### src/rtl/pc_seq_pkg.sv
// ---------------------------------------------------------------------------
// pc_seq_pkg
// Shared definitions for the PC sequencer slice: FSM state encoding,
// trap/halt cause codes and the sequential fetch increment.
// ---------------------------------------------------------------------------
package pc_seq_pkg;

  // Sequencer states; the numeric encoding is fixed so that a debugger
  // probing the state register sees stable values.
  typedef enum logic [1:0] {
    ST_BOOT = 2'd0,
    ST_RUN  = 2'd1,
    ST_TRAP = 2'd2,
    ST_HALT = 2'd3
  } seq_state_t;

  // Cause codes reported alongside the exception PC.
  localparam logic [1:0] CAUSE_NONE     = 2'd0;
  localparam logic [1:0] CAUSE_MISALIGN = 2'd1;
  localparam logic [1:0] CAUSE_HALT     = 2'd2;

  // Byte distance between consecutive 32-bit instructions.
  localparam logic [31:0] PC_INCR = 32'd4;

endpackage

### src/rtl/instret_counter.sv
// ---------------------------------------------------------------------------
// instret_counter
// Free-running retired-instruction counter. It wraps to zero after its
// maximum value.
// Ports:
//   i_clk    - system clock
//   i_reset  - synchronous active-high reset, clears the count
//   i_inc    - increment enable (one retired instruction)
//   o_count  - current count
// ---------------------------------------------------------------------------
module instret_counter #(
  parameter int INSTRET_W = 32
) (
  input  logic                 i_clk,
  input  logic                 i_reset,
  input  logic                 i_inc,
  output logic [INSTRET_W-1:0] o_count
);

  logic [INSTRET_W-1:0] r_count;

  // Reset takes priority, so no increment is ever recorded on a reset edge.
  always_ff @(posedge i_clk) begin
    if (i_reset) begin
      r_count <= '0;
    end else if (i_inc) begin
      r_count <= r_count + INSTRET_W'(1);
    end
  end

  assign o_count = r_count;

endmodule

### src/rtl/pc_sequencer.sv
// ---------------------------------------------------------------------------
// pc_sequencer
// Computes the next PC for the program_counter register of the single-cycle
// core and sequences boot, sequential fetch, branch/jump redirects, stalls,
// misaligned-target traps and halt/resume. Also keeps the exception PC,
// the cause code and the retired-instruction count.
// Ports:
//   i_clk, i_reset                 - clock, synchronous active-high reset
//   i_pc_cur                       - current PC (PC register output)
//   i_stall                        - hold the current instruction
//   i_branch_taken/i_branch_target - taken conditional branch and target
//   i_jump/i_jump_target           - JAL/JALR and target
//   i_halt_req                     - ECALL/EBREAK decoded
//   i_resume                       - leave HALT
//   o_pc_next                      - next PC (PC register input)
//   o_fetch_valid                  - instruction at i_pc_cur may execute
//   o_retire                       - instruction at i_pc_cur completes
//   o_halted                       - sequencer is in HALT
//   o_epc, o_cause                 - last trapping/halting PC and its cause
//   o_instret                      - retired-instruction count
// ---------------------------------------------------------------------------
module pc_sequencer
  import pc_seq_pkg::*;
#(
  parameter logic [31:0] RESET_VECTOR = 32'h0000_0000,
  parameter logic [31:0] TRAP_VECTOR  = 32'h0000_0100,
  parameter int          INSTRET_W    = 32
) (
  input  logic                 i_clk,
  input  logic                 i_reset,
  input  logic [31:0]          i_pc_cur,
  input  logic                 i_stall,
  input  logic                 i_branch_taken,
  input  logic [31:0]          i_branch_target,
  input  logic                 i_jump,
  input  logic [31:0]          i_jump_target,
  input  logic                 i_halt_req,
  input  logic                 i_resume,
  output logic [31:0]          o_pc_next,
  output logic                 o_fetch_valid,
  output logic                 o_retire,
  output logic                 o_halted,
  output logic [31:0]          o_epc,
  output logic [1:0]           o_cause,
  output logic [INSTRET_W-1:0] o_instret
);

  seq_state_t  r_state;
  logic [31:0] r_epc;
  logic [1:0]  r_cause;

  seq_state_t  w_stateNext;
  logic [31:0] w_pcNext;
  logic [31:0] w_pcPlus4;
  logic [31:0] w_redirTarget;
  logic        w_fetchValid;
  logic        w_retire;
  logic        w_halted;
  logic        w_capture;
  logic [1:0]  w_causeNew;

  // Sequential successor wraps naturally modulo 2^32.
  assign w_pcPlus4 = i_pc_cur + PC_INCR;

  // Jump outranks a taken branch, so the redirect target follows i_jump.
  assign w_redirTarget = i_jump ? i_jump_target : i_branch_target;

  // Next-PC mux and transition logic. Reset overrides everything so that
  // a reset raised mid-trap or in HALT discards the pending transition and
  // suppresses retirement on that edge.
  always_comb begin
    w_stateNext  = r_state;
    w_pcNext     = i_pc_cur;
    w_fetchValid = 1'b0;
    w_retire     = 1'b0;
    w_halted     = 1'b0;
    w_capture    = 1'b0;
    w_causeNew   = CAUSE_NONE;

    if (i_reset) begin
      w_stateNext = ST_BOOT;
      w_pcNext    = RESET_VECTOR;
    end else begin
      case (r_state)
        ST_BOOT: begin
          w_pcNext    = RESET_VECTOR;
          w_stateNext = ST_RUN;
        end

        ST_RUN: begin
          w_fetchValid = 1'b1;
          if (i_stall) begin
            w_pcNext = i_pc_cur;
          end else if (i_halt_req) begin
            w_pcNext    = i_pc_cur;
            w_capture   = 1'b1;
            w_causeNew  = CAUSE_HALT;
            w_stateNext = ST_HALT;
          end else if (i_jump || i_branch_taken) begin
            // Targets must be word aligned; anything else traps in place.
            if (w_redirTarget[1:0] != 2'b00) begin
              w_pcNext    = i_pc_cur;
              w_capture   = 1'b1;
              w_causeNew  = CAUSE_MISALIGN;
              w_stateNext = ST_TRAP;
            end else begin
              w_pcNext = w_redirTarget;
              w_retire = 1'b1;
            end
          end else begin
            w_pcNext = w_pcPlus4;
            w_retire = 1'b1;
          end
        end

        ST_TRAP: begin
          w_pcNext    = TRAP_VECTOR;
          w_stateNext = ST_RUN;
        end

        ST_HALT: begin
          w_halted = 1'b1;
          // The halting instruction retires on the way out of HALT.
          if (i_resume) begin
            w_pcNext    = w_pcPlus4;
            w_retire    = 1'b1;
            w_stateNext = ST_RUN;
          end else begin
            w_pcNext = i_pc_cur;
          end
        end

        default: begin
          w_stateNext = ST_BOOT;
          w_pcNext    = RESET_VECTOR;
        end
      endcase
    end
  end

  // State register plus the exception PC and cause, which hold until the
  // next trap or halt overwrites them.
  always_ff @(posedge i_clk) begin
    if (i_reset) begin
      r_state <= ST_BOOT;
      r_epc   <= 32'h0000_0000;
      r_cause <= CAUSE_NONE;
    end else begin
      r_state <= w_stateNext;
      if (w_capture) begin
        r_epc   <= i_pc_cur;
        r_cause <= w_causeNew;
      end
    end
  end

  instret_counter #(
    .INSTRET_W (INSTRET_W)
  ) u_instret (
    .i_clk   (i_clk),
    .i_reset (i_reset),
    .i_inc   (w_retire),
    .o_count (o_instret)
  );

  assign o_pc_next     = w_pcNext;
  assign o_fetch_valid = w_fetchValid;
  assign o_retire      = w_retire;
  assign o_halted      = w_halted;
  assign o_epc         = r_epc;
  assign o_cause       = r_cause;

endmodule

### config.mk
export PLATFORM = sky130hd
export DESIGN_NAME = pc_sequencer
export DESIGN_NICKNAME = d
export VERILOG_FILES = /design/src/rtl/pc_seq_pkg.sv /design/src/rtl/instret_counter.sv /design/src/rtl/pc_sequencer.sv
export SDC_FILE = /design/constraint.sdc
export NUM_CORES = 1
export LEC_CHECK = 0
export ABC_AREA = 0
export CAP_MARGIN = 20
export CORE_ASPECT_RATIO = 0.7
export CORE_UTILIZATION = 30
export DETAILED_ROUTE_END_ITERATION = 10
export PLACE_DENSITY_LB_ADDON = 0.1
export SETUP_SLACK_MARGIN = 0.4
export SYNTH_ARGS = -nofsm -noshare
export SYNTH_HDL_FRONTEND = slang
export SYNTH_HIERARCHICAL = 1
export SYNTH_SLANG_ARGS = --single-unit
### constraint.sdc
create_clock -name i_clk -period 4.11 [get_ports i_clk]
set_input_delay 0.411 -clock i_clk [delete_from_list [all_inputs] [get_ports i_clk]]
set_output_delay 0.411 -clock i_clk [all_outputs]
set_load 0.01 [all_outputs]
==> metrics.md <==
| Metric | Value |
|---|---|
| CTS buffer count | 9 |
| Die ar. | between 15,000 and 20,000 um2 |
| Gr ovfl total | 0 |
| Max clock buf depth | 2 |
| Syn. warnings | 6 |
| Post-route setup slack | 0.3965 ns |
| Clock Latency Late Sink | between 0.3 and 0.4 ns |
| IO Count | between 200 and 250 |
| Core area | ~16,000 um2 |
| WP data required | 3.70 ns |
| Power Dens Cells | 255.5 nW/um2 |
| CTS tree | yes |
| Hold Vio Cnt, Final | 0 |
| Setup TNS | 0 ns |
| Endpoint class of the critical path | output pin |
| Count of final max-slew check failures | 0 |
| Share of cells above drive strength 1 | around 12% |
| Cell count after synthesis | 670 |
| Largest net degree at the start of global routing | 56 |
| Register area share after synthesis | around 28% |
| CTS clk-pin slew, worst paths | ~0.060 ns |
| First-pass GRT wire length | ~33 mm |
| Min Tclk post-route | between 3 and 4 ns |
| Root Buffer | clkbuf_16 |
| Post-synth top area share | between 20% and 30% |
| Via count of the first global-routing pass | about 5,700 |
| Endpoints failing setup | 0 |
| Post-synth EDFFs | 0 |
| Pre-CTS setup slack | around 0.091 ns |
| Critical path fanouts, max | 8 |
| Synth-to-layout area growth | 59.48% |
| Yosys cell types | between 60 and 70 |
| Antenna violations before repair | 0 |
| Cell with the most instances on the worst path | clkdlybuf4s50_1 |
| Critical path data arrival time | around 3.3 ns |
| GR Util All Layers | between 20% and 30% |
| IO buf count | approximately 200 |
| Antenna Nets Post-Route | 0 |
| Worst setup SP type | primary input |
| DP HPWL | approximately 17 mm |
| Final wirelength | between 20 and 25 mm |
| Routed wire length per instance | approximately 20 um |
| Clock Skew | 0.01307 ns |
| Post-Syn Area per Cell | ~7.2 um2 |
| Slew @ Worst Pin | ~0.69 ns |
| Net count, final | between 900 and 1,000 |
| Cell Area, Placed | around 7300 um2 |
| Filler Cells Inserted | 1,544 |
| Rel. slew slack | 53.36% |
| Critical-path cell list | clkdlybuf4s50_1 > nand4_4 > or4_1 > buf_4 > o41ai_1 > a31oi_1 > a311o_1 > clkdlybuf4s50_1 |
| Number of synthesized register bits | slightly below 70 |
| Worst VDD drop | about 0.22 mV |
| Synth area leaders | dfxtp_1, nand2_1, a21oi_1 |
| # DRC | 0 |
| Die W | 153.8 um |
| Critical path class | in -> out |
| Mapped Nets | just under 800 |
| GP Congestion | roughly 0.98 |
| Vias | 6,111 |
| Max cap viols | 0 |
| Unrepaired setup endpoints after global routing | true |
| Synth Flop Type | dfxtp_1 |
| Largest stage delay, worst path | 0.58 ns |
| F_max | between 200 and 300 MHz |
| Ant. Diodes | 0 |
| Slowest CP cell | or4_1 |
| Top cell type by total area after synthesis | dfxtp_1 |
| LEAKAGE | roughly 2.9 nW |
| Vias/cell | 5.591 |
| Cell area after layout | 7716 um2 |
| Dominant cell by count in the synthesized netlist | nand2_1 |
| Initial Utilization | a little under a third |
| Min-Delay Path Class | reg -> reg |
| H-tree levels | 3 |
| Iteration-0 DRC Markers | 481 |
| Synth top cells by count | nand2_1, dfxtp_1, a21oi_1 |
| DIE HEIGHT | around 110 um |
| CTS sink count | 68 |
| Row cnt | 38 |
| Status | finished, final reports clean |
| Drt pass-1 iters | 6 |
| Syn Std Cell Area | 4838 um2 |
| Tcrit/Tclk final | around nine tenths |
| Fraction of registers with async set or reset after synthesis | 0% |
-- flip-flops by register name (all words and copies together) (netlist names) --
name               cells
o_epc                 32
o_cause                2
u_instret/o_count     32
r_state                2
-- final timing paths --
kind / start / to / slack [ns] / cells past startpoint
setup / recovery: i_pc_cur[11] / o_pc_next[30] / 0.40 / 8
hold / removal: o_epc[30] / o_epc[30] / 0.46 / 2
setup reg to reg: r_state[1] / u_instret/o_count[26] / 1.14 / 9
hold reg to reg: o_epc[30] / o_epc[30] / 0.46 / 2
-- per-layer routing --
layer | routed length, um | GRT usage [%]
met2 | 8516 | 36.20
met4 | 198 | 5.214
met1 | 11370 | 39.80
met3 | 1822 | 5.691
met5 | 0 | 0
-- power by group --
part           internal [mW]  leakage (nW)  switching [mW]  total, mW
registers              0.676         0.551          0.0106      0.686
clock network          0.535         0.156           0.306      0.841
logic                  0.220          2.15           0.225      0.444
total                   1.43          2.85           0.541       1.97
-- stage by stage --
| stage | hold slack (ns) | power [mW] | utilization, % | instances |
|---|---|---|---|---|
| final | 0.4557 | 1.972 | 49.33 | 1093 |
| after global routing | 0.4725 | 2.060 | 49.33 | 1093 |
| after CTS | 0.4576 | 1.990 | 48.94 | 1091 |
| after detailed placement | 0.4494 | 1.136 | 46.61 | 1075 |
| after global placement | 0.4430 | 1.137 | 46.61 | 1075 |
| after floorplan | 0.4805 | 0.8714 | - | 670 |
-- kinds of logic after synthesis --
| kind of cell | Yosys count | synth area share, % |
|---|---|---|
| AO/OA/AOI/OAI | 177 | 23.48 |
| XOR/XNOR | 17 | 3.077 |
| adder cells (fa/ha/maj) | 2 | 0.5171 |
| buffers and inverters | 67 | 5.689 |
| flip-flops | 68 | 28.14 |
| multiplexers | 30 | 6.724 |
| AND/OR/NAND/NOR | 309 | 32.38 |
-- layout make-up --
cell class,count,area [um2],share of cell area [%]
clock buffer,9,225.2,2.919
clock inverter,7,98.84,1.281
inverter,19,71.32,0.9243
multi-input combinational,535,3262,42.27
sequential,68,1361,17.64
tap,200,250.2,3.243
timing repair buffer,255,2447,31.72
-- worst max-delay path, delay by kind of cell --
family	cells	cell delay, ns
simple gates	2	0.75
buf+inv	3	1.22
compound gates	3	0.92
-- placed cells by master, fill, tap and decap left out, types with 4 or more instances in the layout --
master | Yosys | final
nor3_1 | 27 | 27
nand4_1 | 24 | 24
nor2b_1 | 11 | 11
clkbuf_16 | 0 | 9
xnor2_1 | 4 | 4
a21oi_1 | 57 | 57
a22o_1 | 5 | 5
dlymetal6s2s_1 | 0 | 12
o21ai_1 | 5 | 4
dfxtp_1 | 68 | 68
a22oi_1 | 14 | 14
nand2_1 | 105 | 105
mux2_2 | 18 | 18
buf_4 | 0 | 51
or4_1 | 7 | 6
and4_1 | 5 | 5
xor2_1 | 13 | 13
nand3_1 | 26 | 25
mux2i_1 | 10 | 10
clkdlybuf4s50_1 | 0 | 187
o21ai_0 | 26 | 26
a31oi_1 | 18 | 18
and3_1 | 7 | 6
o21a_1 | 5 | 5
nor2_1 | 48 | 46
o22ai_1 | 5 | 5
nor4_1 | 9 | 7
inv_1 | 18 | 17
or3_1 | 10 | 10
a211oi_1 | 8 | 7
nand2b_1 | 6 | 6
-- timing repair --
action | in CTS | in global routing
pin swaps | 0 | 1
setup buffers | 0 | 2
hold buffers | 0 | 0
setup endpoints to repair | 15 | 21
gates resized for setup | 12 | 16
No activity file was read; power rests on OpenSTA's default activity.
==> edit, RTL diff (same flow settings) <==
`INSTRET_W` is set to 32 in 2 places; all go to 40.
--- a/src/rtl/instret_counter.sv
+++ b/src/rtl/instret_counter.sv
@@ -11,3 +11,3 @@
 module instret_counter #(
-  parameter int INSTRET_W = 32
+  parameter int INSTRET_W = 40
 ) (
--- a/src/rtl/pc_sequencer.sv
+++ b/src/rtl/pc_sequencer.sv
@@ -26,3 +26,3 @@
   parameter logic [31:0] TRAP_VECTOR  = 32'h0000_0100,
-  parameter int          INSTRET_W    = 32
+  parameter int          INSTRET_W    = 40
 ) (
Ports: changed (resized o_instret); port bits go from 204 to 212. No check against the original RTL was run, so the function may have changed too.
==> edit against the original RTL <==
Sequential cell count grew 8. Combinational power down 5.2%. Design area rose by 5.4%. First-iteration DRC count increased by 3.3%. Setup slack improved by 0.096 ns. Wire length is 3.1% higher. Power increased by 4.1%. Area after synthesis is 9.0% higher. Critical path type unchanged. Largest cell class unchanged.
==> edit: results (changes against the original RTL) <==
CTS
  – Clock-pin slew on the worst setup and hold paths: 0.06 ns (about the same)
  – Root buffer cell: clkbuf_16
  – Setup bufs post-CTS: 0 (unchanged)
  – Latest clock arrival within the worst-skew pair: 0.35 ns
  – Max clock buf depth: 2 (unchanged)
  – Cts hold-fix bufs: 0 (unchanged)
  – Depth of the CTS H-tree: 3 (unchanged)
  – Total CTS buffers: 9 (unchanged)

STA
  – Slew @ Worst Pin: 0.8883 ns (+0.1934 ns)
  – Worst Clk Skew: 0.009696 ns (-0.003374 ns)

Cells and area
  – Ant. Diodes: 0 (unchanged)
  – NumNets Final: 1038 (+4.5%)
  – Layout cells sized above 1: 0.09701 (-0.02505)
  – Filler cell count: 1700 (+10%)
  – Max FFs per register: 40

Route
  – Highest routed layer: met4
  – Iter 0 DRT Violations: 497 (+3.3%)
  – Final wirelength: 22590 um (+3.1%)
  – Via count: 6656 (+8.9%)
  – Drt pass-1 iters: 5 (-1)
  – Metal-1 WL: 10640 um (-6.4%)
  – Vias/cell: 5.694 (+1.8%)
  – Detailed route wirelength on metal3: 1821 um (about the same)
  – WL met2: 9753 um (+15%)

Min path
  – HP Class: primary input to register

Power and ir drop
  – Leak Pwr: 2.853 nW (about the same)
  – Peak supply drop: 0.0002063 V (-6.4%)

Synth
  – Synth cell types: 71 (+4.4%)
  – Top_reg_cell synth: dfxtp_1
  – Syn avg cell area: 7.272 um^2 (+0.71%)
  – Syn nets: 830 (+7.1%)
  – Area contributors post-synth: dfxtp_1, nand2_1, a21oi_1
  – Register area share after synthesis: 0.2886 (+0.007207)
  – Synth top cells by count: nand2_1, dfxtp_1, a21oi_1
  – Yosys warning count: 6 (unchanged)
  – Ys async rst share: 0 (unchanged)

Critical path
  – CP Data Arrival Time: 3.21 ns (-0.09 ns)
  – CP Max Fanout: 8 (unchanged)
  – CP max stage delay: 0.59 ns
  – Critical-path top delay cell: or4_4

Global route
  – Largest net degree at the start of global routing: 82 (+46%)
  – Vias in the first global route: 6211 (+9.1%)
  – Antenna violations before repair: 0 (unchanged)
  – Global-route wire length before repair: 34440 um (+4.0%)
  – GR Util All Layers: 0.2430 (-0.01661)

Placement
  – Post-placement cell count: 1153 (+7.3%)
  – Routability congestion estimate: 0.9359 (-4.4%)
  – PortBufs: 211 (+3.9%)
  – DP HPWL: 17370 um (+0.92%)

Run status
  – Outcome: complete, no violations
## edit: per-stage QoR
stage / area (um^2) / worst slack, ns / hold WS, ns
finish: 8135 / 0.4922 / 0.4337
global route: 8135 / 0.4002 / 0.4415
CTS: 8071 / 0.3660 / 0.4554
detailed placement: 7744 / 0.1198 / 0.4470
global placement: 7744 / 0.2023 / 0.4432
floorplan: 5273 / 0.4764 / 0.4805
## edit: layout make-up
type                       count  area share
tap                          231     0.03553
multi-input combinational    576      0.4299
timing repair buffer         251      0.2990
clock inverter                 7     0.01215
sequential                    76      0.1870
clock buffer                   9     0.02768
inverter                      19    0.008767
## edit: repair_timing
item | CTS | global route
cloned | 0 | 0
resized for setup | 6 | 19
setup endpoints to repair | 5 | 21
pin swaps | 1 | 0
## edit: logic make-up (layout without fill, tap and decap cells)
| kind of cell | after synthesis | count (layout) | share of synthesized area |
|---|---|---|---|
| AOI/OAI and AO/OA | 207 | 207 | 0.2506 |
| xor gates and xnor gates | 16 | 16 | 0.02658 |
| adders and majority gates | 2 | 2 | 0.004745 |
| buffers and inverters | 73 | 286 | 0.05695 |
| DFF | 76 | 76 | 0.2886 |
| muxes | 24 | 24 | 0.04889 |
| and+or+nand+nor | 327 | 327 | 0.3237 |
## edit: worst paths after layout
kind                              startpoint               endpoint  slack, ns  depth (start not counted)
worst max-delay path            i_pc_cur[11]          o_pc_next[30]       0.49                          8
worst min-delay path            i_pc_cur[18]              o_epc[18]       0.43                          3
worst max register to register    r_state[1]  u_instret/o_count[25]       0.96                          9
worst min register to register     o_epc[21]              o_epc[21]       0.45                          2
## edit: metal layers
layer,global-route usage,vias to the layer above
li1,-,3135
met1,0.3379,3206
met2,0.3709,290
met3,0.05755,25
met4,0.07175,0
met5,0,-
## edit: critical path, delay by kind of cell
family | cells | cell delay (ns)
compound gates | 3 | 0.82
buf+inv | 3 | 1.22
simple gates | 2 | 0.75
## edit: power breakdown
group | internal (mW) | switching [mW] | leakage [nW]
Combinational | 0.211 | 0.210 | 2.08
Sequential | 0.753 | 0.0113 | 0.616
Clock | 0.536 | 0.332 | 0.156
Total | 1.50 | 0.553 | 2.85
